$ cat src/rtl/hrm_pkg.sv
// Shared definitions for the HRM core: sequencer state encoding and the
// opcode values the sequencer, control unit and datapath must agree on.
package hrm_pkg;

  typedef enum logic [1:0] {
    ST_FETCH  = 2'd0,
    ST_DECODE = 2'd1,
    ST_EXEC   = 2'd2,
    ST_HALT   = 2'd3
  } seq_state_t;

  localparam logic [3:0] OP_INBOX  = 4'h1;
  localparam logic [3:0] OP_OUTBOX = 4'h2;
  localparam logic [3:0] OP_JUMP   = 4'h8;
  localparam logic [3:0] OP_JUMPZ  = 4'h9;
  localparam logic [3:0] OP_JUMPN  = 4'hA;
  localparam logic [3:0] OP_HALT   = 4'hF;

endpackage

$ cat src/rtl/fetch_sequencer_pc_reg.sv
// Program counter: parallel load has priority over increment; the
// increment wraps naturally at 2^W.
module pc_reg #(
  parameter int W = 8
) (
  input  logic         clk,
  input  logic         rst_n,
  input  logic         load,
  input  logic         inc,
  input  logic [W-1:0] din,
  output logic [W-1:0] q
);

  // PC register with asynchronous clear
  always_ff @(posedge clk or negedge rst_n) begin
    if (!rst_n)    q <= '0;
    else if (load) q <= din;
    else if (inc)  q <= q + W'(1);
  end

endmodule

$ cat src/rtl/fetch_sequencer.sv
// Instruction fetch/decode/execute sequencer for the HRM core.
// Optional build macro FETCH_SEQUENCER_SINGLE_STEP_EN adds a 'step' input
// that gates each instruction's execute phase (one pulse = one instruction).
//
//   state  | meaning
//   FETCH  | present pc on pmem_addr
//   DECODE | ROM data valid, latch IR
//   EXEC   | run handshakes, strobe exec_en, update pc
//   HALT   | stopped until reset
module fetch_sequencer
  import hrm_pkg::*;
#(
  parameter int PMEM_AW = 8
) (
`ifdef FETCH_SEQUENCER_SINGLE_STEP_EN
  input  logic               step,
`endif
  input  logic               clk,
  input  logic               rst_n,
  output logic [PMEM_AW-1:0] pmem_addr,
  input  logic [11:0]        pmem_data,
  output logic [3:0]         opcode,
  output logic [7:0]         operand,
  input  logic               branch,
  input  logic               ijump,
  input  logic               rIn,
  input  logic               wO,
  input  logic               flag_z,
  input  logic               flag_n,
  input  logic               in_valid,
  output logic               in_ready,
  input  logic               out_ready,
  output logic               out_valid,
  output logic               exec_en,
  output logic               halted,
  output logic [PMEM_AW-1:0] pc
);

  seq_state_t state, state_nx;
  logic       in_done;
  logic       in_done_set;
  logic       ir_load;
  logic       go;
  logic       taken;
  logic       is_halt;

`ifdef FETCH_SEQUENCER_SINGLE_STEP_EN
  logic step_seen;
  assign go = step | step_seen;
`else
  assign go = 1'b1;
`endif

  assign is_halt   = (opcode == OP_HALT);
  assign taken     = ijump
                   | (branch & (opcode == OP_JUMPZ) & flag_z)
                   | (branch & (opcode == OP_JUMPN) & flag_n);
  assign pmem_addr = pc;
  assign halted    = (state == ST_HALT);

  pc_reg #(.W(PMEM_AW)) u_pc (
    .clk   (clk),
    .rst_n (rst_n),
    .load  (exec_en & taken & ~is_halt),
    .inc   (exec_en & ~taken & ~is_halt),
    .din   (PMEM_AW'(operand)),
    .q     (pc)
  );

  // State, instruction register and illegal-decode inbox bookkeeping
  always_ff @(posedge clk or negedge rst_n) begin
    if (!rst_n) begin
      state   <= ST_FETCH;
      opcode  <= '0;
      operand <= '0;
      in_done <= 1'b0;
    end else begin
      state <= state_nx;
      if (ir_load) begin
        opcode  <= pmem_data[11:8];
        operand <= pmem_data[7:0];
      end
      if (state_nx != ST_EXEC) in_done <= 1'b0;
      else if (in_done_set)    in_done <= 1'b1;
    end
  end

`ifdef FETCH_SEQUENCER_SINGLE_STEP_EN
  // Remember a step pulse for the rest of the current EXEC phase
  always_ff @(posedge clk or negedge rst_n) begin
    if (!rst_n)                                 step_seen <= 1'b0;
    else if (state_nx != ST_EXEC)               step_seen <= 1'b0;
    else if ((state == ST_EXEC) && step)        step_seen <= 1'b1;
  end
`endif

  // Next-state and handshake/strobe decode; an rIn+wO word serves the
  // inbox first and only strobes exec_en on the outbox transfer
  always_comb begin
    state_nx    = state;
    in_ready    = 1'b0;
    out_valid   = 1'b0;
    exec_en     = 1'b0;
    in_done_set = 1'b0;
    ir_load     = 1'b0;
    case (state)
      ST_FETCH:  state_nx = ST_DECODE;
      ST_DECODE: begin
        ir_load  = 1'b1;
        state_nx = ST_EXEC;
      end
      ST_EXEC: begin
        if (rIn && !in_done) begin
          in_ready = go;
          if (go && in_valid) begin
            if (wO) in_done_set = 1'b1;
            else    exec_en     = 1'b1;
          end
        end else if (wO) begin
          out_valid = go;
          exec_en   = go & out_ready;
        end else begin
          exec_en = go;
        end
        if (exec_en) state_nx = is_halt ? ST_HALT : ST_FETCH;
      end
      ST_HALT:   state_nx = ST_HALT;
      default:   state_nx = ST_FETCH;
    endcase
  end

endmodule

$ cat config.mk
export PLATFORM = sky130hd
export DESIGN_NAME = fetch_sequencer
export DESIGN_NICKNAME = d
export VERILOG_FILES = /design/src/rtl/hrm_pkg.sv /design/src/rtl/fetch_sequencer_pc_reg.sv /design/src/rtl/fetch_sequencer.sv
export SDC_FILE = /design/constraint.sdc
export NUM_CORES = 1
export LEC_CHECK = 0
export BUFFER_PORTS_ARGS = -buffer_cell sky130_fd_sc_hd__buf_2
export CORE_AREA = 2 2 59 67
export CTS_CLUSTER_DIAMETER = 100
export DETAILED_ROUTE_END_ITERATION = 12
export DIE_AREA = 0 0 61 69
export GPL_ROUTABILITY_DRIVEN = 0
export GPL_TIMING_DRIVEN = 0
export SYNTH_ARGS = -nofsm -noshare
export SYNTH_HDL_FRONTEND = slang
export SYNTH_HIERARCHICAL = 1
export SYNTH_SLANG_ARGS = --single-unit
$ cat constraint.sdc
create_clock -name clk -period 2.5 [get_ports clk]
set_input_delay 0.375 -clock clk [delete_from_list [all_inputs] [get_ports clk]]
set_output_delay 0.375 -clock clk [all_outputs]
set_load 0.02 [all_outputs]
==> impl_metrics.csv <==
group,metric,value,unit
setup_path,endpoint_kind,"register",
grt,grt_overflow_total,0,
clock_tree,cts_hold_buf,0,
power_and_ir_drop,p_switching,0.000963,W
power_and_ir_drop,power_density,1280,nW/um2
clock_tree,clockBufferDepth,2,
detailed_routing,first_pass_iters,4,
yosys,yosysMostFrequentCell,"nand2_1",
outcome,run_status,"finished, final reports clean",
power_and_ir_drop,p_int,0.00108,W
floorplanning,num_rows,23,
layout,fillerInstances,353,
floorplanning,die_h,69,um
power_and_ir_drop,pwr-share-clk,0.112,
min_path,hp-class,"primary input to asynchronous set/reset pin",
flow_run,drv_cap,0,
layout,areaGrowthSynthToFinish,30.7,%
layout,fin_area,1600,um2
timing,setup-violations-final,0,
detailed_routing,drc,0,
grt,grt_start_max_net_pins,24,
power_and_ir_drop,vdd_drop_max,0.469,mV
yosys,synth_area_leaders,"dfrtp_1 (47%), nand2_1 (15%), buf_4 (5.5%), o21ai_0 (3.3%), xor2_1 (2.1%)",
floorplanning,die_w,61,um
detailed_routing,viasPerCell,4.72,
placed_design,place_inst,240,
timing,finalCriticalPeriod,2060,ps
setup_path,crit_fanout,6,
setup_path,arrival,2260,ps
clock_tree,numClockSinks,23,
grt,antenna_found_initial,0,
clock_tree,cts_made_buffers,3,
floorplanning,die_area,4210,um2
yosys,yosys.cell_types.count,33,
clock_tree,cts_tree,"yes",
grt,grt_pass1_vias,1075,
detailed_routing,wl_per_cell,11.3,um
timing,rsz0062_at_grt,"false",
yosys,avgSynthCellArea,8.94,um2
timing,fin_setup_tns,0,ps
setup_path,required,2700,ps
timing,clock_skew,3.79,ps
yosys,synth_edf_count,0,
layout,final_nets,218,
layout,drive_gt1_frac,0.397,
yosys,ys_ff_latch,23,
yosys,synth_top_cell_area_share,0.470,
yosys,synth_nets,160,
timing,fmax,485,MHz
yosys,synth_area,1220,um2
yosys,synth_common_cells,"nand2_1 (50), dfrtp_1 (23), buf_4 (9), o21ai_0 (8), nand3_1 (5)",
yosys,synth_top_cell_by_area,"dfrtp_1",
clock_tree,clkLatencyLatePin,260,ps
timing,slew_violations,0,
power_and_ir_drop,p_sw_frac,0.471,
detailed_routing,finalWirelength,2770,um
detailed_routing,vias,1151,
floorplanning,start_util,0.346,
clock_tree,post_cts_buffers,0,
detailed_routing,antenna_left,0,
timing,worst_slew_pin_slew,507,ps
timing,max_slew_margin,0.662,
yosys,synth_seq_area_share,0.470,
placed_design,io_buffers,53,
grt,track_usage,0.140,
power_and_ir_drop,combinationalPowerShare,0.521,
setup_path,criticalPathCategory,"register to register",
layout,antenna_cells,0,
clock_tree,h-tree-depth,1,
power_and_ir_drop,p_leak,0.828,nW
yosys,synthArstFlopShare,1.00,
clock_tree,clock-root-buffer,"clkbuf_8",
floorplanning,core-area,3540,um2
layout,multi_input_area,564,um2
power_and_ir_drop,power_frac_seq,0.367,
setup_path,rrSetupSlack,440,ps
setup_path,worstSetupStartpointType,"register",
detailed_routing,drtIter0Drc,36,
grt,grt_pass1_wl,4720,um
power_and_ir_drop,finalPower,0.00204,W
timing,timing.final.crit_share,0.824,
placed_design,place_area,1550,um2
clock_tree,path_clk_slew,80,ps
yosys,netlist_instances,137,
yosys,ys.flop_type,"dfrtp_1",
floorplanning,io_pins,54,
layout,post-route-util,0.452,
layout,regArea,576,um2
yosys,yosys_warnings,6,
timing,hold_violations,0,
clock_tree,cts_resized,0,
placed_design,dp_hpwl,2150,um
layout,instances_no_fill,244,
==> power groups by stage <==
stage | clock (W) | combinational [W] | sequential, W
5_1_grt | 0.000249 | 0.00118 | 0.000786
3_3_place_gp | 0 | 0.00105 | 0.000751
2_1_floorplan | 0 | 0.000547 | 0.000912
6_report | 0.000229 | 0.00107 | 0.000750
4_1_cts | 0.000239 | 0.00108 | 0.000752
3_5_place_dp | 0 | 0.00108 | 0.000760
==> flip-flops by register name, summed over array words and instances, names as in the netlist <==
name,count
opcode,4
state,2
operand,8
in_done,1
u_pc/q,8
==> per-layer routing <==
layer	track usage	wire, um	vias up	share of wire
li1	-	-	566	-
met1	0.188	1240	547	0.45
met2	0.233	1370	36	0.50
met3	0.0281	151	2	0.055
met4	0.0217	10	0	0.0036
met5	0	0	-	0
==> layout by cell type, fill, tap and decap left out, types with 2 or more instances in the layout <==
| cell type | count |
|---|---|
| o21ai_0 | 8 |
| dfrtp_1 | 23 |
| o21ai_1 | 2 |
| nor2_1 | 4 |
| buf_4 | 9 |
| nand4_1 | 2 |
| xor2_1 | 3 |
| nand2_1 | 50 |
| clkbuf_8 | 3 |
| or4_1 | 3 |
| nand3_1 | 5 |
| clkbuf_1 | 2 |
| nand2b_1 | 2 |
| nor2b_1 | 3 |
| buf_2 | 55 |
==> worst paths after layout <==
check	from	end	depth (start not counted)
max	opcode[0]	u_pc/q[7]	8
min	rst_n	u_pc/q[7]	1
max reg2reg	opcode[0]	u_pc/q[7]	8
min reg2reg	operand[5]	operand[5]	2
max in group asynchronous	rst_n	operand[1]	1
min in group clk	pmem_data[3]	operand[3]	3
==> stage by stage <==
step | worst slack (ps) | hold slack (ps)
after global routing | 191 | 108
final | 439 | 70.8
after CTS | 433 | 92.5
after detailed placement | 407 | 380
after floorplan | 523 | 79.4
after global placement | 459 | 378
==> cell type report <==
type                    count  share of cell area
well taps                  50              0.0391
repair buffers             53               0.166
multi-input cells         101               0.352
plain buffers              13              0.0531
flip-flops and latches     23               0.359
clock buffers               3              0.0258
clock inverters             1             0.00469
==> worst max-delay path: stages, from the launching register on <==
cell and delay [ps]:
dfrtp_1 410, nand3b_1 120, o21ai_0 80, a21oi_1 240, nor4b_2 240, buf_4 200
nand4_4 130, or4_1 490, nand3_1 90
==> logic make-up (layout without fill, tap and decap cells) <==
| group | count (synthesis) | count (layout) | synth area share |
|---|---|---|---|
| AOI/OAI and AO/OA | 15 | 15 | 0.0786 |
| xor gates and xnor gates | 4 | 4 | 0.0286 |
| buffers and inverters | 13 | 70 | 0.0695 |
| muxes | 1 | 1 | 0.00817 |
| DFF | 23 | 23 | 0.470 |
| and+or+nand+nor | 80 | 80 | 0.335 |
| adders and majority gates | 1 | 1 | 0.0102 |
No activity file was read; power rests on OpenSTA's default activity.
